`src/rtl/hilo_pkg.sv`:
```
// Shared types and width-dependent constants for the HI/LO multiply/divide unit.
package hilo_pkg;

  localparam int MAX_W = 64;

  typedef enum logic [3:0] {
    OP_NOP   = 4'd0,
    OP_MULT  = 4'd1,
    OP_MULTU = 4'd2,
    OP_DIV   = 4'd3,
    OP_DIVU  = 4'd4,
    OP_MTHI  = 4'd5,
    OP_MTLO  = 4'd6,
    OP_MADD  = 4'd7,
    OP_MADDU = 4'd8,
    OP_MSUB  = 4'd9,
    OP_MSUBU = 4'd10
  } op_e;

  typedef enum logic [1:0] {
    ST_IDLE = 2'd0,
    ST_MUL  = 2'd1,
    ST_DIV  = 2'd2,
    ST_FIX  = 2'd3
  } state_e;

  // Callers truncate the MAX_W-wide result to their own width.
  function automatic logic [MAX_W-1:0] most_neg(input int w);
    logic [MAX_W-1:0] v;
    v = '0;
    v[w-1] = 1'b1;
    return v;
  endfunction

  function automatic logic [MAX_W-1:0] all_ones(input int w);
    return {MAX_W{1'b1}} >> (MAX_W - w);
  endfunction

endpackage

```
`src/rtl/hilo_iter_datapath.sv`:
```
// Shift register, shared DATA_W+1-bit add/subtract step and down-counter used by
// both shift-add multiply and restoring divide; sequenced by the parent FSM.
module hilo_iter_datapath #(
  parameter int DATA_W = 32
) (
  input  logic              clk,
  input  logic              rst_b,
  input  logic              load,
  input  logic              step,
  input  logic              is_div,
  input  logic [DATA_W-1:0] opa,
  input  logic [DATA_W-1:0] opb,
  output logic [DATA_W-1:0] hi,
  output logic [DATA_W-1:0] lo,
  output logic              last
);

  localparam int CNT_W = $clog2(DATA_W + 1);

  logic [DATA_W-1:0] b_r;
  logic [CNT_W-1:0]  cnt;
  logic [DATA_W:0]   div_shift;
  logic [DATA_W:0]   x;
  logic [DATA_W:0]   y;
  logic [DATA_W+1:0] sum;

  // Divide subtracts via inverted operand plus carry-in; carry out means no borrow.
  always_comb begin
    div_shift = {hi, lo[DATA_W-1]};
    if (is_div) begin
      x = div_shift;
      y = ~{1'b0, b_r};
    end else begin
      x = {1'b0, hi};
      y = lo[0] ? {1'b0, b_r} : '0;
    end
    sum = {1'b0, x} + {1'b0, y} + {{(DATA_W+1){1'b0}}, is_div};
  end

  assign last = (cnt == CNT_W'(1));

  always_ff @(posedge clk) begin
    if (!rst_b) begin
      hi  <= '0;
      lo  <= '0;
      b_r <= '0;
      cnt <= '0;
    end else if (load) begin
      hi  <= '0;
      lo  <= opa;
      b_r <= opb;
      cnt <= CNT_W'(DATA_W);
    end else if (step) begin
      cnt <= cnt - CNT_W'(1);
      if (is_div) begin
        hi <= sum[DATA_W+1] ? sum[DATA_W-1:0] : div_shift[DATA_W-1:0];
        lo <= {lo[DATA_W-2:0], sum[DATA_W+1]};
      end else begin
        hi <= sum[DATA_W:1];
        lo <= {sum[0], lo[DATA_W-1:1]};
      end
    end
  end

endmodule

```
`src/rtl/hilo_muldiv_unit.sv`:
```
// HI/LO register pair with iterative signed/unsigned multiply and divide.
// Define HILO_MADD_EN to build MADD/MADDU/MSUB/MSUBU (ops 7-10); otherwise they are illegal.
//
// state   | meaning
// IDLE    | accepts Start; MTHI/MTLO write directly
// MUL     | DATA_W shift-add iterations on magnitudes
// DIV     | DATA_W restoring-divide iterations on magnitudes
// FIX     | sign fix / accumulate, commit Hi/Lo
module hilo_muldiv_unit
  import hilo_pkg::*;
#(
  parameter int DATA_W = 32
) (
  input  logic              Clock,
  input  logic              Reset,
  input  logic              Start,
  input  logic [3:0]        Op,
  input  logic [DATA_W-1:0] OperandA,
  input  logic [DATA_W-1:0] OperandB,
  output logic              Busy,
  output logic              Done,
  output logic              DivByZero,
  output logic              IllegalOp,
  output logic [DATA_W-1:0] Hi,
  output logic [DATA_W-1:0] Lo
);

  localparam logic [DATA_W-1:0] MOST_NEG = DATA_W'(most_neg(DATA_W));
  localparam logic [DATA_W-1:0] ALL_ONES = DATA_W'(all_ones(DATA_W));

  state_e state, state_nx;

  logic [3:0]          op_r;
  logic                neg_res, neg_rem, dz_r, div_r;
  logic [DATA_W-1:0]   a_raw;
  logic                load, step, last, commit, wr_hi, wr_lo, illegal;
  logic                is_signed, is_div_op, sign_a, sign_b;
  logic [DATA_W-1:0]   mag_a, mag_b, dp_hi, dp_lo, quot, rem;
  logic [2*DATA_W-1:0] prod, acc;

  assign is_signed = (Op == OP_MULT) || (Op == OP_DIV) || (Op == OP_MADD) || (Op == OP_MSUB);
  assign is_div_op = (Op == OP_DIV) || (Op == OP_DIVU);
  assign sign_a    = is_signed && ((OperandA & MOST_NEG) != '0);
  assign sign_b    = is_signed && ((OperandB & MOST_NEG) != '0);
  assign mag_a     = sign_a ? -OperandA : OperandA;
  assign mag_b     = sign_b ? -OperandB : OperandB;
  assign div_r     = (op_r == OP_DIV) || (op_r == OP_DIVU);
  assign Busy      = (state != ST_IDLE);

  hilo_iter_datapath #(.DATA_W(DATA_W)) u_dp (
    .clk    (Clock),
    .rst_b  (Reset),
    .load   (load),
    .step   (step),
    .is_div (state == ST_DIV),
    .opa    (mag_a),
    .opb    (mag_b),
    .hi     (dp_hi),
    .lo     (dp_lo),
    .last   (last)
  );

  always_comb begin
    state_nx = state;
    load     = 1'b0;
    step     = 1'b0;
    commit   = 1'b0;
    wr_hi    = 1'b0;
    wr_lo    = 1'b0;
    illegal  = 1'b0;
    case (state)
      ST_IDLE: begin
        if (Start) begin
          case (Op)
            OP_NOP: ;
            OP_MTHI: wr_hi = 1'b1;
            OP_MTLO: wr_lo = 1'b1;
            OP_MULT, OP_MULTU: begin
              load     = 1'b1;
              state_nx = ST_MUL;
            end
`ifdef HILO_MADD_EN
            OP_MADD, OP_MADDU, OP_MSUB, OP_MSUBU: begin
              load     = 1'b1;
              state_nx = ST_MUL;
            end
`endif
            OP_DIV, OP_DIVU: begin
              load     = 1'b1;
              state_nx = ST_DIV;
            end
            default: illegal = 1'b1;
          endcase
        end
      end
      ST_MUL, ST_DIV: begin
        step = 1'b1;
        if (last) state_nx = ST_FIX;
      end
      ST_FIX: begin
        commit   = 1'b1;
        state_nx = ST_IDLE;
      end
      default: state_nx = ST_IDLE;
    endcase
  end

  always_comb begin
    prod = {dp_hi, dp_lo};
    if (neg_res) prod = -prod;
`ifdef HILO_MADD_EN
    case (op_r)
      OP_MADD, OP_MADDU: acc = {Hi, Lo} + prod;
      OP_MSUB, OP_MSUBU: acc = {Hi, Lo} - prod;
      default:           acc = prod;
    endcase
`else
    acc = prod;
`endif
    quot = neg_res ? -dp_lo : dp_lo;
    rem  = neg_rem ? -dp_hi : dp_hi;
  end

  always_ff @(posedge Clock) begin
    if (!Reset) begin
      state     <= ST_IDLE;
      Hi        <= '0;
      Lo        <= '0;
      Done      <= 1'b0;
      DivByZero <= 1'b0;
      IllegalOp <= 1'b0;
      op_r      <= OP_NOP;
      neg_res   <= 1'b0;
      neg_rem   <= 1'b0;
      dz_r      <= 1'b0;
      a_raw     <= '0;
    end else begin
      state     <= state_nx;
      Done      <= commit | wr_hi | wr_lo;
      DivByZero <= commit & div_r & dz_r;
      IllegalOp <= illegal;
      if (load) begin
        op_r    <= Op;
        neg_res <= sign_a ^ sign_b;
        neg_rem <= sign_a;
        dz_r    <= is_div_op && (OperandB == '0);
        a_raw   <= OperandA;
      end
      if (wr_hi) Hi <= OperandA;
      if (wr_lo) Lo <= OperandA;
      // Divide by zero reports the raw dividend, not the magnitude the datapath saw.
      if (commit) begin
        if (div_r) begin
          if (dz_r) {Hi, Lo} <= {a_raw, ALL_ONES};
          else      {Hi, Lo} <= {rem, quot};
        end else begin
          {Hi, Lo} <= acc;
        end
      end
    end
  end

endmodule
```
`config.mk`:
```
export PLATFORM = sky130hd
export DESIGN_NAME = hilo_muldiv_unit
export DESIGN_NICKNAME = d
export VERILOG_FILES = /design/src/rtl/hilo_pkg.sv /design/src/rtl/hilo_iter_datapath.sv /design/src/rtl/hilo_muldiv_unit.sv
export SDC_FILE = /design/constraint.sdc
export NUM_CORES = 1
export LEC_CHECK = 0
export CAP_MARGIN = 20
export CELL_PAD_IN_SITES_DETAIL_PLACEMENT = 1
export CELL_PAD_IN_SITES_GLOBAL_PLACEMENT = 2
export CORE_MARGIN = 2
export CORE_UTILIZATION = 37
export DETAILED_ROUTE_END_ITERATION = 6
export GPL_ROUTABILITY_DRIVEN = 0
export PLACE_DENSITY = 0.95
export SLEW_MARGIN = 20
export SYNTH_ARGS = -nofsm -noshare
export SYNTH_HDL_FRONTEND = slang
export SYNTH_SLANG_ARGS = --single-unit
```
`constraint.sdc`:
```
create_clock -name Clock -period 9.79 [get_ports Clock]
set_input_delay 2.4475 -clock Clock [delete_from_list [all_inputs] [get_ports Clock]]
set_output_delay 2.4475 -clock Clock [all_outputs]
set_load 0.05 [all_outputs]
```
==> flow_summary_export.csv, run 1 <==
group,metric,value,unit
clock_network,cts_hold_buf,0,
power_and_ir_drop,powerDensity,231.4,mW/mm^2
detailed_routing,wl_per_cell,21.35,um
placed_design,hpwl,39390,um
synthesis,synth_seq_area_share,27.21,%
synthesis,yosys.area_share.xor_xnor,9.920,%
sta,skew,0.01959,ns
synthesis,syn_area_per_cell,7.585,um^2
detailed_routing,first_pass_iters,5,
worst_setup_path,timing.rr.start,"state[0]$_SDFFE_PN0P_",
floorplan,rows,74,
floorplan,die_h,208.4,um
sta,period_needed,5.477,ns
final_layout,nets,2159,
floorplan,die_w,208.4,um
clock_network,cts-resized-gates,0,
clock_network,cts_buffer_depth,3,
worst_setup_path,cp.required,10.26,ns
detailed_routing,num_vias,15410,
worst_setup_path,start_kind,"flip-flop",
global_route,grt.overflow.total,0,
synthesis,synthMuxAreaShare,10.73,%
synthesis,syn_inst,2037,
sta,worst_pin_slew,0.8950,ns
placed_design,io_buffer_count,138,
global_route,grt_antenna_before_repair,0,
synthesis,async_flop_share,0,%
floorplan,core,0.04102,mm^2
worst_setup_path,crit_type,"reg2reg",
clock_network,cts_sinks,210,
clock_network,cts-root-buf,"clkbuf_16",
placed_design,dp.cells,2548,
synthesis,synth_compound_area_share,25.37,%
sta,finalHoldViolCount,0,
sta,setup_violations,0,
worst_setup_path,endpoint,"u_dp.hi[30]$_SDFFE_PP0P_",
synthesis,synthDistinctLibCells,65,
detailed_routing,drt_iter0_markers,924,
worst_setup_path,crit_path_end_kind,"flip-flop",
synthesis,synth_edf_count,0,
synthesis,synth.area.top_cells,"dfxtp_1 27%, nand2_1 7.1%, o21ai_0 6.5%",
min_path,hp-class,"reg2reg",
floorplan,die-area,0.04341,mm^2
final_layout,areaGrowthSynthToFinish,16.49,%
sta,timing.slew.headroom,40.11,%
final_layout,fin_util,43.88,%
clock_network,numCtsBuffers,26,
detailed_routing,drc,0,
run_status,status,"finished clean",
synthesis,syn_area,0.01545,mm^2
global_route,grt_pass1_vias,15930,
final_layout,stdcell_count,2596,
worst_setup_path,cp_max_fo,43,
power_and_ir_drop,ir_drop,161.6,uV
final_layout,diodes,0,
floorplan,ios,139,
detailed_routing,drtAntennaViolNets,0,
global_route,grt.total_usage,25.02,%
global_route,grt_max_degree,81,
detailed_routing,vias_per_cell,5.936,
power_and_ir_drop,p_leak,7.008,nW
clock_network,cts_tree,"done",
synthesis,yosys.area_share.adder,3.612,%
synthesis,synthFlopType,"dfxtp_1",
synthesis,syn-num-nets,2152,
placed_design,place_area,0.01701,mm^2
global_route,grt_pass1_wl,88020,um
sta,max_freq,182.6,MHz
worst_setup_path,worstPathArrival,5.95,ns
synthesis,synth_top_family_by_area,"compound AO/OA/AOI/OAI gates",
detailed_routing,wirelength,55430,um
worst_setup_path,reg2reg_to,"u_dp.hi[30]$_SDFFE_PP0P_",
job,drv_cap,0,
sta,fin_crit_sh,55.95,%
synthesis,synth-simple-area-share,17.90,%
final_layout,fin_area,0.01800,mm^2
clock_network,insertion_delay,0.57,ns
floorplan,start_util,37.67,%
clock_network,htreeDepth,1,
sta,rsz0062_at_grt,"false",
worst_setup_path,rr_worst_depth,16,
sta,slew_viol_final,0,
synthesis,synth_top_area_cell,"dfxtp_1",
synthesis,synth_top_area_share,27.21,%
sta,tns,0,ns
synthesis,synth-seq-cells,210,
final_layout,drive_above_1_share,8.672,%
sta,final.hold.worst_slack,0.4548,ns
worst_setup_path,r2r_slack,4.31,ns
clock_network,clkTransAtPathRegs,0.07,ns
synthesis,synth_warnings,0,
worst_setup_path,cp-startpoint,"state[0]$_SDFFE_PN0P_",
clock_network,cts_setup_buffers,0,
## how the worst min path moves through the flow
stage	startpoint	endpoint	slack [ns]	cells after the start
global route	a_raw[13]$_SDFFE_PN0P_	a_raw[13]$_SDFFE_PN0P_	0.48	2
global placement	a_raw[18]$_SDFFE_PN0P_	a_raw[18]$_SDFFE_PN0P_	0.44	2
finish	a_raw[13]$_SDFFE_PN0P_	a_raw[13]$_SDFFE_PN0P_	0.45	2
detailed placement	a_raw[13]$_SDFFE_PN0P_	a_raw[13]$_SDFFE_PN0P_	0.45	2
floorplan	a_raw[24]$_SDFFE_PN0P_	a_raw[24]$_SDFFE_PN0P_	0.43	2
CTS	a_raw[13]$_SDFFE_PN0P_	a_raw[13]$_SDFFE_PN0P_	0.46	2
## registers in the layout (all words and copies together) (netlist names)
signal / cells
IllegalOp: 1
Hi: 32
DivByZero: 1
neg_rem: 1
u_dp.hi: 32
u_dp.b_r: 32
Lo: 32
u_dp.cnt: 6
a_raw: 32
neg_res: 1
Done: 1
u_dp.lo: 32
dz_r: 1
state: 2
op_r: 4
## layout by cell type (no fill, tap or decap), types with 17 or more instances in the layout
master and n:
nor3_1 27, nand3_1 28, buf_4 22, o21ai_0 199, a221oi_1 28, clkdlybuf4s50_1 137, xnor2_1 80, xor2_1 95
mux2i_1 70, clkbuf_16 26, dfxtp_1 208, inv_1 31, ha_1 41, o31ai_1 23, a31oi_1 17, a21oi_1 194
mux2_2 85, o211a_1 52, nand2_1 292, nor2_1 135, a21o_1 17, or3_1 27
## metrics by stage
stage | setup WS (ns) | power [mW]
after detailed placement | 4.196 | 3.034
after CTS | 4.315 | 4.159
final | 4.313 | 4.165
after global placement | 4.362 | 2.977
after floorplan | 5.046 | 2.481
after global routing | 3.930 | 4.396
## report_power, final
| group | total [mW] | internal [mW] | switching (mW) |
|---|---|---|---|
| registers | 1.20 | 0.986 | 0.214 |
| clock network | 1.11 | 0.691 | 0.419 |
| logic | 1.85 | 0.673 | 1.18 |
## layer usage
| layer | up-vias | global-route usage, % | part of all wire (%) |
|---|---|---|---|
| li1 | 7269 | - | - |
| met3 | 135 | 3.064 | 4.8 |
| met5 | - | 0 | 0 |
| met2 | 434 | 43.87 | 48 |
| met1 | 7572 | 30.72 | 43 |
| met4 | 0 | 10.94 | 4.5 |
## layout make-up
| class | instances | area (um^2) |
|---|---|---|
| Clock buffer | 34 | 740.7 |
| Fill cell | 4994 | 23020 |
| Tap cell | 532 | 665.6 |
| Timing Repair Buffer | 159 | 1536 |
| Clock inverter | 14 | 240.2 |
| Inverter | 32 | 120.1 |
| Multi-Input combinational cell | 1615 | 10490 |
| Sequential cell | 210 | 4207 |
## cells in the mapped netlist (16+ instances only)
master / count
or3_1: 27
a31oi_1: 17
clkbuf_1: 161
nor4_1: 16
nand3_1: 29
ha_1: 43
inv_1: 31
a21oi_1: 194
o21ai_0: 200
a221oi_1: 28
nor3_1: 28
nor2_1: 135
o211a_1: 52
xnor2_1: 80
dfxtp_1: 210
mux2i_1: 70
mux2_2: 85
o31ai_1: 23
a21o_1: 17
a211oi_1: 17
xor2_1: 95
nand2_1: 292
## worst max-delay path: stages (launching register included)
cell and delay, ns:
dfxtp_1 0.33, inv_1 0.17, ha_4 0.58, buf_4 0.54, o21ai_0 0.17, ha_1 0.35
a21oi_1 0.29, fa_1 0.28, nor2b_1 0.08, o31ai_1 0.40, a21oi_1 0.22, o21ai_0 0.37
o31ai_1 0.18, a41o_1 0.33, a221oi_1 0.61, xor2_1 0.16, a221oi_1 0.28
## logic make-up after synthesis
group                    after synthesis
XOR/XNOR                             175
multiplexers                         155
AND/OR/NAND/NOR                      614
adder cells (fa/ha/maj)               44
AO/OA/AOI/OAI                        627
flip-flops                           210
buffers and inverters                212
No activity file was read; power rests on OpenSTA's default activity.
==> inputs of run 2 (changes only) <==
CORE_UTILIZATION = 31   (was 37)
PLACE_DENSITY = 0.88   (was 0.95)
clock period = 4.4 ns   (was 9.79 ns; I/O delays follow)
==> run 2 against run 1 <==
Compared with the run above:
- first-iteration DRC count shrank 4.4%
- largest power group unchanged
- critical path type unchanged
- sequential power increased by 120%
- count of clock-buffer cells in the layout is 7 higher
- clock skew up 0.0038 ns
- maximum frequency rose by 34%
==> flow_summary_export.csv, run 2 (synthesized netlist as in run 1, its figures left out) <==
group,metric,value,unit
detailed_routing,drc,0,
detailed_routing,drt_iter0_markers,883,
detailed_routing,first_pass_iters,5,
placed_design,hpwl,41710,um
sta,period_needed,4.077,ns
sta,rsz0062_at_grt,"false",
final_layout,drive_above_1_share,10.30,%
floorplan,start_util,31.50,%
power_and_ir_drop,ir_drop,287.0,uV
floorplan,die_w,227.3,um
power_and_ir_drop,p_leak,7.149,nW
floorplan,ios,139,
final_layout,nets,2196,
placed_design,io_buffer_count,138,
run_status,status,"finished clean",
clock_network,insertion_delay,0.57,ns
detailed_routing,wl_per_cell,20.33,um
sta,skew,0.02336,ns
worst_setup_path,worstPathArrival,4.48,ns
sta,fin_ws,0.3230,ns
global_route,grt_pass1_vias,15870,
sta,worst_pin_slew,0.9081,ns
worst_setup_path,crit_buf_inv,3,
clock_network,cts-root-buf,"clkbuf_16",
worst_setup_path,max_stage_delay,0.38,ns
worst_setup_path,start_kind,"flip-flop",
worst_setup_path,crit_chain,"inv_1 -> ha_4 -> buf_4 -> mux2_2 -> ha_1 -> a21oi_1 -> a21oi_1 -> o22ai_1 -> o21ai_1 -> a211o_1 -> a22oi_1 -> buf_4 -> nor2_1 -> a221oi_1 -> a21oi_1",
worst_setup_path,cp_max_fo,17,
final_layout,layout_commonest_cell,"nand2_1",
floorplan,core,0.04905,mm^2
worst_setup_path,crit_type,"reg2reg",
sta,finalHoldViolCount,0,
sta,timing.slew.headroom,39.24,%
worst_setup_path,cp.required,4.80,ns
detailed_routing,num_vias,15280,
detailed_routing,vias_per_cell,5.531,
floorplan,die-area,0.05164,mm^2
sta,slew_viol_final,0,
clock_network,cts_setup_buffers,0,
detailed_routing,drtAntennaViolNets,0,
clock_network,cts_tree,"done",
min_path,hp-class,"reg2reg",
sta,setup_violations,0,
final_layout,areaGrowthSynthToFinish,19.01,%
sta,max_freq,245.3,MHz
detailed_routing,wirelength,56150,um
global_route,grt_pass1_wl,89100,um
sta,fin_crit_sh,92.66,%
clock_network,clkTransAtPathRegs,0.06,ns
final_layout,diodes,0,
placed_design,place_ws,0.1871,ns
final_layout,fin_util,37.49,%
global_route,grt.overflow.total,0,
global_route,grt_max_degree,63,
clock_network,numCtsBuffers,27,
clock_network,cts_sinks,210,
clock_network,htreeDepth,1,
worst_setup_path,crit_path_end_kind,"flip-flop",
global_route,grt_use_met3,2.517,%
job,drv_cap,0,
final_layout,layout_common_cells,"292 x nand2_1, 208 x dfxtp_1, 198 x o21ai_0",
clock_network,cts_buffer_depth,3,
worst_setup_path,cp_top_family,"compound AO/OA/AOI/OAI gates",
worst_setup_path,critPathSlowestCell,"a211o_1",
sta,tns,0,ns
global_route,grt-busiest-layer,"met2",
global_route,grtUsageMet1,27.18,%
global_route,grt_antenna_before_repair,0,
floorplan,rows,81,
worst_setup_path,cp_common_cell,"a21oi_1",
power_and_ir_drop,powerDensity,494.5,mW/mm^2
floorplan,die_h,227.3,um
global_route,grt.total_usage,21.58,%
global_route,use_met2,38.39,%
[run 2: changes by cell type in the layout (fill, tap and decap cells not counted), moves of 2 or more]
cell / change
buf_12: +3
buf_4: +33
bufinv_16: -6
clkbuf_8: +5
clkinv_2: -3
o31ai_1: -2
o31ai_2: +2
[run 2: per-stage QoR]
stage	hold slack [ns]	total power, mW	instance area, um^2	cells
global route	0.4794	9.652	18390	2762
floorplan	0.4312	5.520	15450	2037
finish	0.4629	9.092	18390	2762
detailed placement	0.4525	6.868	17490	2716
global placement	0.4390	6.737	17490	2716
CTS	0.4616	9.122	18370	2762
[run 2: layout make-up]
cell class                 instances  area, um^2
timing repair buffer             195        1844
clock inverter                     5       48.80
sequential                       210        4207
inverter                          32       120.1
clock buffer                      41       838.3
fill                            5955       30660
multi-input combinational       1615       10500
tap                              664       830.8
[run 2: final timing paths]
| check | cells past startpoint | startpoint | slack (ns) | to |
|---|---|---|---|---|
| min reg2reg | 2 | a_raw[0]$_SDFFE_PN0P_ | 0.46 | a_raw[0]$_SDFFE_PN0P_ |
| min | 2 | a_raw[0]$_SDFFE_PN0P_ | 0.46 | a_raw[0]$_SDFFE_PN0P_ |
| max | 15 | state[0]$_SDFFE_PN0P_ | 0.32 | u_dp.hi[17]$_SDFFE_PP0P_ |
| max reg2reg | 15 | state[0]$_SDFFE_PN0P_ | 0.32 | u_dp.hi[17]$_SDFFE_PP0P_ |
[run 2: what timing repair did]
action                     4_1_cts  5_1_grt
setup endpoints to repair        0        5
hold buffers                     0        0
gates resized for setup          0        4
[run 2: layer usage]
layer,share of wire (%),up-vias
li1,-,7353
met2,49,288
met1,44,7543
met5,0,-
met3,3.7,92
met4,3.1,0
[run 2: power by group]
part	total (mW)	switching [mW]	internal (mW)	leakage (nW)
logic	4.26	2.69	1.57	5.01
clock network	2.21	0.905	1.31	0.433
registers	2.62	0.426	2.19	1.71
total	9.09	4.02	5.07	7.15
[run 2: worst min-delay path, delay by kind of cell, from the launching register on]
| family | cells | cell delay, ns |
|---|---|---|
| AND/OR/NAND/NOR | 1 | 0.05 |
| AO/OA/AOI/OAI | 1 | 0.05 |
| flip-flops | 1 | 0.31 |
==> inputs of run 3 (changes only) <==
SETUP_SLACK_MARGIN = 0.02   (was not set)
==> run 3 against run 2 <==
Compared with the run above:
- critical endpoint unchanged
- cell count did not move
- routed wire length barely moved
- setup slack improved by 0.0034 ns
- register-to-register slack barely moved
==> flow_summary_export.csv, run 3 (synthesized netlist as in run 1, its figures left out) <==
group,metric,value,unit
floorplan,rows,81,
clock_network,insertion_delay,0.57,ns
global_route,grt_pass1_wl,89100,um
clock_network,cts_sinks,210,
worst_setup_path,start_kind,"flip-flop",
floorplan,core,0.04905,mm^2
sta,slew_viol_final,0,
sta,finalHoldViolCount,0,
global_route,grt.total_usage,21.58,%
placed_design,io_buffer_count,138,
final_layout,diodes,0,
job,drv_cap,0,
clock_network,cts_setup_buffers,0,
clock_network,cts_hold_buf,0,
global_route,grt_pass1_vias,15870,
detailed_routing,wl_per_cell,20.34,um
detailed_routing,drt_iter0_markers,872,
sta,fin_crit_sh,92.58,%
clock_network,cts_tree,"done",
power_and_ir_drop,ir_drop,287.1,uV
clock_network,clkTransAtPathRegs,0.05,ns
worst_setup_path,worstPathArrival,4.48,ns
floorplan,die_h,227.3,um
power_and_ir_drop,p_leak,7.151,nW
detailed_routing,vias_per_cell,5.544,
clock_network,cts-root-buf,"clkbuf_16",
detailed_routing,num_vias,15310,
final_layout,fillCellCount,5952,
floorplan,die_w,227.3,um
floorplan,start_util,31.50,%
floorplan,die-area,0.05164,mm^2
final_layout,nets,2196,
final_layout,layout_common_cells,"292 x nand2_1, 208 x dfxtp_1, 198 x o21ai_0",
clock_network,cts_buffer_depth,3,
final_layout,areaGrowthSynthToFinish,19.10,%
sta,setup_violations,0,
floorplan,ios,139,
global_route,grt.overflow.total,0,
worst_setup_path,timing.rr.start,"state[0]$_SDFFE_PN0P_",
clock_network,numCtsBuffers,27,
detailed_routing,drtAntennaViolNets,0,
detailed_routing,wirelength,56190,um
worst_setup_path,cp-startpoint,"state[0]$_SDFFE_PN0P_",
final_layout,drive_above_1_share,10.44,%
placed_design,dp.cells,2716,
sta,worst_pin_slew,0.9119,ns
worst_setup_path,cp.required,4.80,ns
final_layout,layout_commonest_cell,"nand2_1",
placed_design,hpwl,41710,um
worst_setup_path,crit_type,"reg2reg",
final_layout,stdcell_count,2762,
run_status,status,"finished clean",
sta,max_freq,245.5,MHz
clock_network,htreeDepth,1,
detailed_routing,first_pass_iters,5,
power_and_ir_drop,powerDensity,494.3,mW/mm^2
worst_setup_path,cp_max_fo,31,
sta,period_needed,4.074,ns
sta,skew,0.02484,ns
detailed_routing,drc,0,
min_path,hp-class,"reg2reg",
worst_setup_path,crit_path_end_kind,"flip-flop",
global_route,grt_max_degree,63,
sta,rsz0062_at_grt,"false",
sta,timing.slew.headroom,38.98,%
sta,tns,0,ns
global_route,grt_antenna_before_repair,0,
min_path,min_from,"a_raw[26]$_SDFFE_PN0P_",
-- run 3: cell counts in the layout (fill, tap and decap cells not counted) --
No cell type changed its count.
-- run 3: worst paths after layout --
path                              endpoint  slack, ns  depth (start not counted)
hold / removal      a_raw[26]$_SDFFE_PN0P_       0.46                          2
setup / recovery  u_dp.hi[17]$_SDFFE_PP0P_       0.33                         16
setup reg to reg  u_dp.hi[17]$_SDFFE_PP0P_       0.33                         16
hold reg to reg     a_raw[26]$_SDFFE_PN0P_       0.46                          2
-- run 3: final cells by class --
class	count	area, um^2	area share, %
Clock buffer	41	838.3	4.555
Timing Repair Buffer	195	1844	10.02
Sequential cell	210	4207	22.86
Inverter	32	120.1	0.6527
Multi-Input combinational cell	1615	10510	57.13
Clock inverter	5	48.80	0.2652
Tap cell	664	830.8	4.515
-- run 3: routing by layer --
| layer | GRT usage, % | share of wire [%] |
|---|---|---|
| met2 | 38.39 | 49 |
| met4 | 6.599 | 3.1 |
| met3 | 2.517 | 3.5 |
| met5 | 0 | 0 |
| met1 | 27.18 | 45 |
-- run 3: worst max-delay path, cell delays in order (launching register included) --
cell	delay, ns
dfxtp_1	0.32
inv_1	0.17
ha_1	0.25
nor2_1	0.07
buf_4	0.21
mux2_2	0.30
ha_1	0.37
a21oi_1	0.23
o221ai_1	0.22
o22ai_1	0.33
o21ai_1	0.18
a211o_1	0.38
a22oi_1	0.26
buf_4	0.23
nor2_1	0.06
a221oi_1	0.22
a21oi_1	0.11
-- run 3: repair_timing --
item	CTS	global route
setup endpoints to repair	0	5
endpoints found under the hold margin	0	0
resized for setup	0	7
-- run 3: power breakdown --
group          internal [mW]  leakage, nW  switching [mW]
clock network           1.31        0.433           0.904
logic                   1.57         5.01            2.69
registers               2.19         1.71           0.425
total                   5.07         7.15            4.02
-- run 3: through the flow --
step	utilization, %	area, um^2	hold slack [ns]	total power [mW]	setup WS, ns
final	37.52	18400	0.4626	9.097	0.3265
after global routing	37.52	18400	0.4794	9.656	0.02525
after CTS	37.46	18370	0.4616	9.122	0.1522
after detailed placement	35.65	17490	0.4525	6.868	0.1871
after global placement	35.65	17490	0.4390	6.737	0.2738
after floorplan	-	15450	0.4312	5.520	0.04770
